--- src/rtl/i3c_pkg.sv ---
// Shared CCC codes, FSM states and helpers for the target CCC address handler.
package i3c_pkg;

   localparam logic [7:0] CCC_RSTDAA   = 8'h06;
   localparam logic [7:0] CCC_SETAASA  = 8'h29;
   localparam logic [7:0] CCC_RSTACT_B = 8'h2A;
   localparam logic [7:0] CCC_SETDASA  = 8'h87;
   localparam logic [7:0] CCC_SETNEWDA = 8'h88;
   localparam logic [7:0] CCC_RSTACT_D = 8'h9A;

   typedef enum logic [2:0] {
      ST_IDLE,
      ST_BCAST,
      ST_DIR_DEF,
      ST_DIR_ADDR,
      ST_DIR_DATA,
      ST_COMMIT_M,
      ST_COMMIT_V
   } state_e;

   // Which address update is waiting for the end of the frame.
   typedef enum logic [1:0] {
      KIND_NONE,
      KIND_DASA,
      KIND_RSTDAA,
      KIND_NEWDA
   } kind_e;

   // A proposed address byte is unusable when it is 0x00, the broadcast
   // address 0x7E, or carries a set LSB.
   function automatic logic addr_byte_rejected(input logic [7:0] b);
      return (b[7:1] == 7'h00) || (b[7:1] == 7'h7E) || b[0];
   endfunction

endpackage

--- src/rtl/ccc_addr_cfg.sv ---
// Target-side CCC handler: decodes address-assignment and reset-action CCCs,
// pends the result for the main and virtual device, and commits on STOP.
module ccc_addr_cfg
   import i3c_pkg::*;
#(
   parameter bit VirtEn = 1'b1
) (
   input  logic       clk_i,
   input  logic       rst_ni,
   input  logic       ccc_valid_i,
   input  logic [7:0] ccc_i,
   input  logic       addr_valid_i,
   input  logic [6:0] addr_i,
   input  logic       addr_rnw_i,
   input  logic       data_valid_i,
   input  logic [7:0] data_i,
   input  logic       stop_i,
   input  logic [6:0] static_addr_i,
   input  logic       static_addr_valid_i,
   input  logic [6:0] virt_static_addr_i,
   input  logic       virt_static_addr_valid_i,
   input  logic [6:0] dyn_addr_i,
   input  logic       dyn_addr_valid_i,
   input  logic [6:0] virt_dyn_addr_i,
   input  logic       virt_dyn_addr_valid_i,
   input  logic       rstact_clr_i,
   output logic       addr_ack_o,
   output logic [6:0] set_dasa_o,
   output logic       set_dasa_valid_o,
   output logic       set_dasa_virtual_device_o,
   output logic       rstdaa_o,
   output logic [6:0] newda_o,
   output logic       set_newda_o,
   output logic       set_newda_virtual_device_o,
   output logic [7:0] rst_action_o,
   output logic       rst_action_valid_o,
   output logic       err_o
);

   state_e     r_state, w_state_d;
   kind_e      r_kind, w_kind_d;
   logic [7:0] r_ccc, w_ccc_d;
   logic [7:0] r_def, w_def_d;
   logic       r_def_done, w_def_done_d;
   logic       r_tgt_v, w_tgt_v_d;
   logic       r_pend_m, w_pend_m_d;
   logic       r_pend_v, w_pend_v_d;
   logic [6:0] r_addr_m, w_addr_m_d;
   logic [6:0] r_addr_v, w_addr_v_d;
   logic       r_addr_ack, w_addr_ack_d;
   logic       r_err, w_err_d;
   logic [7:0] r_rst_action;
   logic       r_rst_action_valid;
   logic       w_ract_latch;
   logic [7:0] w_ract_val;
   logic       w_match_m, w_match_v;
   logic       w_pulse, w_pulse_virt;
   logic [6:0] w_pulse_addr;

   // Header direction plays no part in address matching.
   logic w_unused;
   assign w_unused = addr_rnw_i;

   // Address-header match for the CCC currently being decoded; main has priority.
   always_comb begin
      w_match_m = 1'b0;
      w_match_v = 1'b0;
      if (r_ccc == CCC_SETDASA) begin
         w_match_m = static_addr_valid_i && !dyn_addr_valid_i && (addr_i == static_addr_i);
         w_match_v = VirtEn && virt_static_addr_valid_i && !virt_dyn_addr_valid_i &&
                     (addr_i == virt_static_addr_i);
      end else begin
         w_match_m = dyn_addr_valid_i && (addr_i == dyn_addr_i);
         w_match_v = VirtEn && virt_dyn_addr_valid_i && (addr_i == virt_dyn_addr_i);
      end
      w_match_v = w_match_v && !w_match_m;
   end

   // Next-state decode, pending bookkeeping and commit pulse generation.
   // NOTE: every signal written here gets a default first, so no path can infer a latch.
   always_comb begin
      w_state_d    = r_state;
      w_kind_d     = r_kind;
      w_ccc_d      = r_ccc;
      w_def_d      = r_def;
      w_def_done_d = r_def_done;
      w_tgt_v_d    = r_tgt_v;
      w_pend_m_d   = r_pend_m;
      w_pend_v_d   = r_pend_v;
      w_addr_m_d   = r_addr_m;
      w_addr_v_d   = r_addr_v;
      w_addr_ack_d = 1'b0;
      w_err_d      = 1'b0;
      w_ract_latch = 1'b0;
      w_ract_val   = 8'h00;
      w_pulse      = 1'b0;
      w_pulse_virt = 1'b0;
      w_pulse_addr = 7'h00;
      set_dasa_o                 = 7'h00;
      set_dasa_valid_o           = 1'b0;
      set_dasa_virtual_device_o  = 1'b0;
      rstdaa_o                   = 1'b0;
      newda_o                    = 7'h00;
      set_newda_o                = 1'b0;
      set_newda_virtual_device_o = 1'b0;

      if (ccc_valid_i && (r_state != ST_COMMIT_M) && (r_state != ST_COMMIT_V)) begin
         // A new CCC restarts decode and drops anything an unfinished frame pended.
         w_ccc_d      = ccc_i;
         w_def_done_d = 1'b0;
         w_pend_m_d   = 1'b0;
         w_pend_v_d   = 1'b0;
         w_kind_d     = KIND_NONE;
         case (ccc_i)
            CCC_RSTDAA: begin
               w_state_d  = ST_BCAST;
               w_kind_d   = KIND_RSTDAA;
               w_pend_m_d = 1'b1;
               w_pend_v_d = VirtEn;
            end
            CCC_SETAASA: begin
               w_state_d  = ST_BCAST;
               w_kind_d   = KIND_DASA;
               w_pend_m_d = static_addr_valid_i && !dyn_addr_valid_i;
               w_addr_m_d = static_addr_i;
               w_pend_v_d = VirtEn && virt_static_addr_valid_i && !virt_dyn_addr_valid_i;
               w_addr_v_d = virt_static_addr_i;
            end
            CCC_RSTACT_D:              w_state_d = ST_DIR_DEF;
            CCC_SETDASA, CCC_SETNEWDA: w_state_d = ST_DIR_ADDR;
            default:                   w_state_d = ST_BCAST;
         endcase
      end else begin
         case (r_state)
            ST_BCAST: begin
               if (data_valid_i && (r_ccc == CCC_RSTACT_B) && !r_def_done) begin
                  w_def_done_d = 1'b1;
                  w_ract_latch = 1'b1;
                  w_ract_val   = data_i;
               end
            end
            ST_DIR_DEF: begin
               if (data_valid_i) begin
                  w_def_d   = data_i;
                  w_state_d = ST_DIR_ADDR;
               end
            end
            ST_DIR_ADDR: begin
               if (addr_valid_i && (w_match_m || w_match_v)) begin
                  w_addr_ack_d = 1'b1;
                  w_tgt_v_d    = w_match_v;
                  w_state_d    = ST_DIR_DATA;
                  if (r_ccc == CCC_RSTACT_D) begin
                     w_ract_latch = 1'b1;
                     w_ract_val   = r_def;
                  end
               end
            end
            ST_DIR_DATA: begin
               if (data_valid_i) begin
                  w_state_d = ST_DIR_ADDR;
                  if (r_ccc != CCC_RSTACT_D) begin
                     if (addr_byte_rejected(data_i)) begin
                        w_err_d = 1'b1;
                     end else begin
                        w_kind_d = (r_ccc == CCC_SETDASA) ? KIND_DASA : KIND_NEWDA;
                        if (r_tgt_v) begin
                           w_pend_v_d = 1'b1;
                           w_addr_v_d = data_i[7:1];
                        end else begin
                           w_pend_m_d = 1'b1;
                           w_addr_m_d = data_i[7:1];
                        end
                     end
                  end
               end
            end
            ST_COMMIT_M: begin
               w_state_d    = ST_COMMIT_V;
               w_pulse      = r_pend_m;
               w_pulse_addr = r_addr_m;
            end
            ST_COMMIT_V: begin
               w_state_d    = ST_IDLE;
               w_pend_m_d   = 1'b0;
               w_pend_v_d   = 1'b0;
               w_kind_d     = KIND_NONE;
               w_pulse      = r_pend_v && VirtEn;
               w_pulse_virt = 1'b1;
               w_pulse_addr = r_addr_v;
            end
            default: ;
         endcase

         // STOP closes the frame; a write pended in this same cycle still commits.
         if (stop_i && (r_state inside {ST_BCAST, ST_DIR_DEF, ST_DIR_ADDR, ST_DIR_DATA})) begin
            w_state_d = (w_pend_m_d || w_pend_v_d) ? ST_COMMIT_M : ST_IDLE;
         end
      end

      if (w_pulse) begin
         case (r_kind)
            KIND_DASA: begin
               set_dasa_valid_o          = 1'b1;
               set_dasa_o                = w_pulse_addr;
               set_dasa_virtual_device_o = w_pulse_virt;
            end
            KIND_RSTDAA: begin
               rstdaa_o                  = 1'b1;
               set_dasa_virtual_device_o = w_pulse_virt;
            end
            KIND_NEWDA: begin
               set_newda_o                = 1'b1;
               newda_o                    = w_pulse_addr;
               set_newda_virtual_device_o = w_pulse_virt;
            end
            default: ;
         endcase
      end
   end

   // State, pending and strobe registers; the clear input beats a same-cycle latch.
   // NOTE: sequential state uses non-blocking assignments so every register samples pre-edge values.
   always_ff @(posedge clk_i or negedge rst_ni) begin
      if (!rst_ni) begin
         r_state            <= ST_IDLE;
         r_kind             <= KIND_NONE;
         r_ccc              <= 8'h00;
         r_def              <= 8'h00;
         r_def_done         <= 1'b0;
         r_tgt_v            <= 1'b0;
         r_pend_m           <= 1'b0;
         r_pend_v           <= 1'b0;
         r_addr_m           <= 7'h00;
         r_addr_v           <= 7'h00;
         r_addr_ack         <= 1'b0;
         r_err              <= 1'b0;
         r_rst_action       <= 8'h00;
         r_rst_action_valid <= 1'b0;
      end else begin
         r_state    <= w_state_d;
         r_kind     <= w_kind_d;
         r_ccc      <= w_ccc_d;
         r_def      <= w_def_d;
         r_def_done <= w_def_done_d;
         r_tgt_v    <= w_tgt_v_d;
         r_pend_m   <= w_pend_m_d;
         r_pend_v   <= w_pend_v_d;
         r_addr_m   <= w_addr_m_d;
         r_addr_v   <= w_addr_v_d;
         r_addr_ack <= w_addr_ack_d;
         r_err      <= w_err_d;
         if (rstact_clr_i) begin
            r_rst_action       <= 8'h00;
            r_rst_action_valid <= 1'b0;
         end else if (w_ract_latch) begin
            r_rst_action       <= w_ract_val;
            r_rst_action_valid <= 1'b1;
         end
      end
   end

   assign addr_ack_o         = r_addr_ack;
   assign err_o              = r_err;
   assign rst_action_o       = r_rst_action;
   assign rst_action_valid_o = r_rst_action_valid;

endmodule

--- config.mk ---
export PLATFORM = sky130hd
export DESIGN_NAME = ccc_addr_cfg
export DESIGN_NICKNAME = d
export VERILOG_FILES = /design/src/rtl/i3c_pkg.sv /design/src/rtl/ccc_addr_cfg.sv
export SDC_FILE = /design/constraint.sdc
export NUM_CORES = 1
export LEC_CHECK = 0
export CAP_MARGIN = 15
export CORE_ASPECT_RATIO = 0.7
export CORE_MARGIN = 4
export CORE_UTILIZATION = 40
export DETAILED_ROUTE_END_ITERATION = 8
export PLACE_DENSITY_LB_ADDON = 0.1
export RECOVER_POWER = 50
export SLEW_MARGIN = 10
export SYNTH_ARGS = -nofsm -noshare
export SYNTH_HDL_FRONTEND = slang
export SYNTH_SLANG_ARGS = --single-unit
export TNS_END_PERCENT = 20
--- constraint.sdc ---
create_clock -name clk_i -period 2.5 [get_ports clk_i]
set_clock_uncertainty 0.2 [all_clocks]
set_input_delay 0.5 -clock clk_i [delete_from_list [all_inputs] [get_ports clk_i]]
set_output_delay 0.5 -clock clk_i [all_outputs]
set_load 0.03 [all_outputs]
## Yosys cells after proc, flatten, opt, wreduce, memory -nomap -nowiden

Index checks and enable logic that the tools add are counted.

- Bits in registers: 50
- Bits of input ports: 63
- Output and inout bits: 30
- Logic and storage cells: 181

- Equal/unequal tests: 33
- Multiplexer cells: 91
- Bitwise logic cells: 1
- Reduce and logical (&&, ||, !) cells: 42

Operators with widths:

| operator | count |
|---|---|
| 7-bit two-way mux | 19 |
| 8-bit two-way mux | 6 |
| 1-bit two-way mux | 44 |
| 8-bit equality test (second input constant) | 5 |
| 7-bit equality test | 4 |
| 8-bit by 6-bit equality test with 1-bit output (second input constant) | 2 |
| 8-bit one-hot mux with 2 select lines | 1 |
| 3-bit two-way mux | 5 |
| 3-bit != test (second input constant) | 5 |
| 7-bit one-hot mux with 2 select lines | 1 |
| 2-bit nonzero test | 7 |
| 1-bit logical AND | 13 |
| 1-bit one-hot mux with 2 select lines | 6 |
| 2-bit one-hot mux with 2 select lines | 3 |
| 3-bit one-hot mux with 4 select lines | 1 |
| 6-bit AND reduction | 2 |
| 2-bit two-way mux | 5 |
| 3-bit equality test (second input constant) | 3 |
| 3-bit AND reduction | 3 |
| 8-bit by 3-bit equality test with 1-bit output (second input constant) | 1 |
| 8-bit != test (second input constant) | 1 |
| 7-bit equality test (second input constant) | 1 |
| 7-bit logical NOT | 1 |
| 3-bit by 2-bit equality test with 1-bit output (second input constant) | 2 |
| other kinds (16) | 26 |

## Depth between registers and ports, before layout

Gate-level depths: netlist (run 1).

- Word-level depth: 13
- Gate-level depth with buffers: 8
- Gate-level depth less buffers: 6

## Worst setup path before layout (run 1)

No wires, ideal clock.

- Path kind: reg2out
- Start point: register r_state[2]
- End point: output set_dasa_virtual_device_o
- Arrival time: 1.911 ns
- Required time: 1.800 ns
- Slack: -0.111 ns
- Cell stages (with the launch flop): 6
- Path buffers: 3
- Cells stage by stage: dfrtp_1 buf_2 clkbuf_1 clkbuf_1 nand3_1 nor3b_1

- Longest elaborated chain between the ends: 6
- Elaborated cells between the ends (all ways): 12
- Classes of those cells: 4 x eq/ne; 6 x mux; 2 x reduce/logical

RTL lines:

| what | line | source |
|---|---|---|
| start: declaration | ccc_addr_cfg.sv:40 | `state_e r_state, w_state_d;` |
| start signal: assignment | ccc_addr_cfg.sv:241 | `r_state <= w_state_d;` |
| 3-bit != test | ccc_addr_cfg.sv:107 | `if (ccc_valid_i && (r_state != ST_COMMIT_M) && (r_state != ST_COMMIT_V)) begin` |
| 1-bit logical AND (2 in series) | ccc_addr_cfg.sv:107 |  |
| 1-bit two-way mux | ccc_addr_cfg.sv:107 |  |
| 1-bit two-way mux | ccc_addr_cfg.sv:202 | `case (r_kind)` |
| 1-bit two-way mux * | ccc_addr_cfg.sv:201 | `if (w_pulse) begin` |
| end: declaration | ccc_addr_cfg.sv:30 | `output logic set_dasa_virtual_device_o,` |

Every way passes the cells marked *; elsewhere a longest branch is shown, timed or not.

## Worst setup path after layout (run 1)

- Start point: register r_state[1]
- End point: output set_dasa_o[6]

- Longest elaborated chain between the ends: 6
- Elaborated cells between the ends (all ways): 12
- Classes of those cells: 4 x eq/ne; 6 x mux; 2 x reduce/logical

RTL lines:

| what | line | source |
|---|---|---|
| parallel branches: the longest is 5 deep, another holds 7-bit one-hot mux with 2 select lines | -- |  |
| 7-bit two-way mux * | ccc_addr_cfg.sv:201 |  |
| end: declaration | ccc_addr_cfg.sv:28 | `output logic [6:0] set_dasa_o,` |

Every way passes the cells marked *.

==> metrics.md, run 1 <==
| Metric | Value |
|---|---|
| Outcome | `finished, final reports clean` |
| Max Cap Viol | `0` |
| Drt wl/cell | `between 15 and 20 um` |
| Worst vdd rail ir drop | `0.0004567 V` |
| Largest family of logic cells by synthesized area | `simple AND/OR/NAND/NOR gates` |
| Ys Warns | `0` |
| Final Critical Period | `about 2.4 ns` |
| Total routed wirelength | `around 12000 um` |
| DRT Pass-1 Iters | `5` |
| Yosys cell types | `65` |
| Initial Utilization | `0.4150` |
| Tightest Hold Check Type | `reg2reg` |
| I/O Buffers | `91` |
| Post-DRT Antenna Nets | `0` |
| Via count | `3442` |
| Post-synth ARST share | `1.000` |
| # DRC | `0` |
| Kind of critical path | `reg2out` |
| Seq/Total Area, Yosys | `0.3527` |
| Fin crit share | `0.9740` |
| Pleak | `2.397 nW` |
| EDFF count, synth | `0` |
| DP Area | `roughly 5000 um2` |
| Area of the multi-input gates | `2276 um2` |
| Register area | `~1300 um2` |
| Initial antenna violation count | `0` |
| Hold buffers post-CTS | `0` |
| Die area | `10460 um2` |
| Worst-path clk slew | `0.07 ns` |
| Xor/xnor share of the synthesized area | `0.08042` |
| Power per cell area | `600.3 nW/um2` |
| Post-synthesis mux area share | `0.1499` |
| CP Launch Type | `register` |
| GPL Wtd Cong | `a little under 0.9` |
| Gate Count Post-Synth | `~360` |
| Synth Area in Compound Gates | `0.1549` |
| CTS max path bufs | `2` |
| CP required | `1.80 ns` |
| Finished Cell Area | `5284 um2` |
| Post-Syn Area per Cell | `9.908 um2` |
| Vert. Die Dim | `86.79 um` |
| Largest net degree at the start of global routing | `27` |
| Congestion Overflow GR | `0` |
| Io pins | `93` |
| Synth cell count leaders | `50 x dfrtp_1, 37 x mux2_2, 33 x nor2_1` |
| DR iter-0 viols | `202` |
| Ant. Diodes | `0` |
| Most common cell in the netlist | `dfrtp_1` |
| DR vias/cell | `between 5 and 6` |
| Die width | `between 100 and 150 um` |
| Gr usage total | `0.2290` |
| HPWL after DPL | `9248 um` |
| H-tree depth | `2` |
| Total Power | `roughly 3.2 mW` |
| Syn-to-layout area delta | `48.96%` |
| CTS buffer count | `5` |
| Rows | `28` |
| RSZ-0062 raised after global routing | `true` |
| Number of global-route vias before repair | `3511` |
| Fin. Hold Viols | `0` |
| Critical Path AT | `1.74 ns` |
| Final setup viols | `0` |
| Mapped Area | `3547 um2` |
| Setup_tns | `0 ns` |
| Kind of end point of the critical path | `output port` |
| Top FF cell, synth | `dfrtp_1` |
| Slew Limit Fails | `0` |
| Share of post-route cells with drive strength above 1 | `0.3845` |
| Core box area | `8548 um2` |
| Synth Area in Adders | `0.01623` |
| Max frequency | `410.7 MHz` |
| CTS Sinks | `50` |
| Top cell type's share of synthesized area | `0.3527` |
| Max-slew headroom | `0.01744` |
| Syn Nets | `424` |
| Latest clock arrival within the worst-skew pair | `a little under 0.3 ns` |
| Min Hold Slack | `0.3070 ns` |
| Root Buffer | `clkbuf_16` |
| Nets | `580` |
| Crit-path max FO | `8` |
| Simple-gate share of the synthesized area | `0.2014` |
| Worst slew pin tran | `1.474 ns` |
| Area contributors post-synth | `dfrtp_1 35%, mux2_2 12%, xnor2_1 5.9%, nor2_1 3.5%, nand2_1 3.1%` |
| Global-route wire length before repair | `18830 um` |
| Yosys top cell by area | `dfrtp_1` |
| Filler Cell Count | `741` |
| Flops & latches, synth | `50` |
| CTS tree | `done` |
## final timing paths
check                           start              end  slack, ns  depth (start not counted)
max                        r_state[1]    set_dasa_o[6]       0.06                          8
min                          r_def[7]  rst_action_o[7]       0.31                          1
max reg2reg                r_state[0]      r_addr_v[6]       0.12                          8
min reg2reg                  r_def[7]  rst_action_o[7]       0.31                          1
max in group asynchronous      rst_ni       r_state[2]       0.64                          2
min in group asynchronous      rst_ni      r_addr_m[2]       0.35                          1
## report_power, final
part	internal (mW)	leakage (nW)	switching [mW]
Combinational	0.672	1.66	0.632
Sequential	0.989	0.662	0.154
Clock	0.403	0.0735	0.321
Total	2.06	2.40	1.11
## layout by cell type, fill, tap and decap left out, types with 3 or more instances in the layout
master	Yosys	final
o21ai_0	9	9
nor4bb_1	4	3
clkbuf_1	8	3
dfrtp_1	50	48
nand4_1	10	10
dlygate4sd2_1	0	8
xnor2_1	24	21
ha_1	3	3
clkdlybuf4s50_1	0	43
nand2_1	29	26
a22o_1	9	9
mux2_4	7	7
nor2_1	33	27
nor4_1	5	4
nor2_2	0	5
nor2b_1	3	3
inv_1	8	8
xnor2_2	3	6
mux2_2	37	37
buf_4	1	89
clkbuf_16	0	5
buf_6	5	4
nor3_1	7	7
a221o_1	8	8
clkbuf_2	0	11
a211oi_1	5	4
a21oi_1	14	14
nand3_1	12	12
dlymetal6s2s_1	0	10
## per-layer routing
metal  global-route usage  wire [um]  vias to the layer above
met5                    0          0                        -
li1                     -          -                     1636
met2               0.3568       5350                      128
met4              0.04321        167                        0
met3              0.05414        860                       15
met1               0.3282       5405                     1663
## flip-flops by register name, indices dropped and copies added, names as in the netlist
name                cells
err_o                   1
r_addr_v                7
addr_ack_o              1
r_pend_v                1
r_def_done              1
r_state                 3
r_ccc                   8
r_def                   8
rst_action_o            8
r_addr_m                7
r_kind                  2
r_tgt_v                 1
r_pend_m                1
rst_action_valid_o      1
## cells by family after synthesis
family	count (synthesis)
flops	50
simple gates	130
buf+inv	29
xor+xnor	30
mux	45
fa+ha+maj	5
compound gates	69
## stage by stage
stage / cells / util / worst slack [ns]
global route: 635 / 0.6181 / -0.03196
floorplan: 358 / - / -0.08357
global placement: 620 / 0.5814 / -0.6339
finish: 635 / 0.6181 / 0.06495
detailed placement: 620 / 0.5814 / -0.6146
CTS: 632 / 0.6108 / 0.0001941
## critical path: stages (launching register included)
cell and delay, ns:
dfrtp_1 0.42, buf_4 0.18, nor2_4 0.09, a22oi_1 0.09, nor2_2 0.16, buf_4 0.15, nand2_4 0.07, nor2_1 0.11
buf_4 0.17
## layout make-up
cell class / count / area share
multi-input cells: 279 / 0.4307
clock inverters: 2 / 0.003078
flip-flops and latches: 50 / 0.2373
well taps: 120 / 0.02842
clock buffers: 6 / 0.02628
inverters: 9 / 0.006394
repair buffers: 169 / 0.2678
## what timing repair did
| item | in CTS | in global routing |
|---|---|---|
| buffers inserted | 4 | 3 |
| gates resized for setup | 36 | 42 |
| setup endpoints to repair | 42 | 35 |
| pin swaps | 15 | 18 |
No activity file was read; power rests on OpenSTA's default activity.
==> inputs of run 2 (changes only) <==
clock period = 2.4 ns   (was 2.5 ns; I/O delays follow)
==> metrics.md, run 2 (synthesized netlist as in run 1, its figures left out) <==
| Metric | Value |
|---|---|
| Outcome | `finished, final reports clean` |
| Ant. Diodes | `0 (unchanged)` |
| Vert. Die Dim | `86.79 um (unchanged)` |
| Core box area | `8548 um2 (unchanged)` |
| FF-to-FF Start | `r_ccc[5]` |
| DRT met1 WL | `5780 um (+6.9%)` |
| CP Launch Type | `input pin` |
| Top cell by count, worst path | `a211oi_2` |
| GPL Wtd Cong | `0.8632 (-1.1%)` |
| Switching part of the total | `0.3375 (-0.01169)` |
| CTS Sinks | `50 (unchanged)` |
| Met2 WL | `5061 um (-5.4%)` |
| Crit-path max FO | `3 (-5)` |
| Final Critical Period | `2.371 ns` |
| Root Buffer | `clkbuf_16` |
| Global-route wire length before repair | `17860 um (-5.1%)` |
| Die area | `10460 um2 (unchanged)` |
| Worst slew pin tran | `1.100 ns (-0.3735 ns)` |
| Psw | `1.153 mW (+4.1%)` |
| Commonest non-fill, non-tap cell in the layout | `buf_4` |
| Place WS | `-0.6468 ns (-0.03227 ns)` |
| Nets | `578 (-0.34%)` |
| Critical Path AT | `2.36 ns (+0.62 ns)` |
| Max Cap Viol | `0 (unchanged)` |
| DR vias/cell | `5.373 (-0.88%)` |
| Seq pwr share | `0.347 (-0.014)` |
| Power per cell area | `635.7 nW/um2 (+5.9%)` |
| Total Power | `3.416 mW (+7.7%)` |
| Worst stage delay on the critical path | `0.45 ns (+0.03 ns)` |
| DRT Pass-1 Iters | `5 (unchanged)` |
| Critical path's slowest cell | `clkdlybuf4s50_1` |
| Initial antenna violation count | `0 (unchanged)` |
| Reg2Reg Capture Point | `r_state[0]` |
| Pleak | `2.402 nW (+0.18%)` |
| I/O Buffers | `91 (unchanged)` |
| Fin. Hold Viols | `0 (unchanged)` |
| Kind of critical path | `in2reg` |
| Internal power | `2.263 mW (+9.6%)` |
| Top routing layer in use | `met4` |
| Largest net degree at the start of global routing | `31 (+15%)` |
| Fin crit share | `0.9881` |
| Initial Utilization | `0.4150 (unchanged)` |
| DR iter-0 viols | `186 (-7.9%)` |
| Drt wl/cell | `18.30 um (-1.4%)` |
| CP cell instances | `clkdlybuf4s50_1, buf_4, or2_2, maj3_1, o2bb2ai_2, a211oi_2, a211oi_2` |
| Share of post-route cells with drive strength above 1 | `0.4133 (+0.02879)` |
| CP required | `2.39 ns (+0.59 ns)` |
| CTS tree | `done` |
| Placed Cells | `617 (-0.48%)` |
| CTS buffer count | `5 (unchanged)` |
| Die width | `120.6 um (unchanged)` |
| # DRC | `0 (unchanged)` |
| Worst-path clk slew | `0.07 ns (about the same)` |
| Latest clock arrival within the worst-skew pair | `0.29 ns (about the same)` |
| Total routed wirelength | `11590 um (-1.7%)` |
| Rows | `28 (unchanged)` |
| Worst vdd rail ir drop | `0.0003639 V (-20%)` |
| Kind of end point of the critical path | `register` |
| Tightest Hold Check Type | `reg2reg` |
| Hold depth | `2 (+1)` |
| H-tree depth | `2 (unchanged)` |
| Final setup viols | `0 (unchanged)` |
| RSZ-0062 raised after global routing | `true` |
| Slew Limit Fails | `0 (unchanged)` |
| Setup slack after layout | `0.02860 ns (-0.03635 ns)` |
| FF-to-FF setup slack | `0.06 ns (-0.06 ns)` |
| Gate power share | `0.418 (+0.007)` |
| Post-DRT Antenna Nets | `0 (unchanged)` |
| Congestion Overflow GR | `0 (unchanged)` |
| Number of global-route vias before repair | `3341 (-4.8%)` |
| Via count | `3401 (-1.2%)` |
| Most frequent cells in the layout | `85 x buf_4, 48 x dfrtp_1, 41 x clkdlybuf4s50_1` |
| Clk pwr share | `0.234 (+0.006)` |
| Hold EP | `r_def_done` |
| Io pins | `93 (unchanged)` |
| HPWL after DPL | `8911 um (-3.6%)` |
| R2r worst-path depth | `7 (-1)` |
| Gr usage total | `0.2152 (-0.01380)` |
| Finished Layout Cells | `633 (-0.31%)` |
| Met3 routed WL | `717 um (-17%)` |
| Syn-to-layout area delta | `51.50%` |
| Max frequency | `421.7 MHz` |
| Max-slew headroom | `0.2665 (+0.2490)` |
| CTS max path bufs | `2 (unchanged)` |
| Hold path startpoint | `r_def_done` |
## run 2: cell count changes in the layout (fill, tap and decap cells not counted), moves of 3 or more
cell	before	now
nor2_2	5	8
nor2_1	27	24
buf_4	89	85
dlygate4sd2_1	8	5
clkdlybuf4s15_1	0	5
## run 2: timing repair
item	in CTS	in global routing
setup endpoints to repair	43	42
cloned	0	1
buffers inserted	1	5
hold endpoints to repair	20	0
pin swaps	17	26
gates resized for setup	44	66
hold buffers	1	0
## run 2: power groups by stage
stage	Clock (mW)	Combinational, mW	Sequential (mW)
3_5_place_dp	0	1.30	1.20
6_report	0.801	1.43	1.19
5_1_grt	0.848	1.55	1.21
4_1_cts	0.810	1.31	1.18
3_3_place_gp	0	1.28	1.19
2_1_floorplan	0	0.826	1.14
## run 2: final cells by class
cell class	instances	area, um2
Tap cell	120	150.1
Multi-Input combinational cell	280	2364
Clock buffer	5	125.1
Fill cell	748	3174
Clock inverter	3	40.04
Inverter	9	33.78
Timing Repair Buffer	166	1408
Sequential cell	50	1254
## run 2: worst max path at each step
stage	startpoint	to	slack (ns)	cells after the start
floorplan	r_state[1]	set_newda_virtual_device_o	-0.05	7
global placement	addr_i[2]	rst_action_o[7]	-0.63	9
detailed placement	addr_i[6]	rst_action_o[2]	-0.65	9
CTS	data_valid_i	r_state[0]	-0.01	7
global route	r_state[1]	set_dasa_o[5]	-0.03	7
finish	data_valid_i	r_state[0]	0.03	7
## run 2: critical path, delay by kind of cell
family	cells	cell delay (ns)
AND/OR/NAND/NOR	1	0.30
buffers and inverters	2	0.62
AO/OA/AOI/OAI	3	0.55
adder cells (fa/ha/maj)	1	0.40
## run 2: layer usage
metal / global-route usage / vias to the layer above
met1: 0.3382 / 1658
met5: 0 / -
li1: - / 1619
met2: 0.3188 / 120
met3: 0.03131 / 4
met4: 0.02984 / 0
## run 2: stage by stage
stage	utilization	TNS, ns	instance area, um2	hold WS [ns]
floorplan	-	-0.4220	3557	-0.01559
global route	0.6287	-0.3457	5374	0.3255
CTS	0.6071	-0.01329	5190	0.3004
detailed placement	0.5808	-16.38	4965	0.2817
global placement	0.5808	-15.06	4965	0.2769
finish	0.6287	0	5374	0.2949
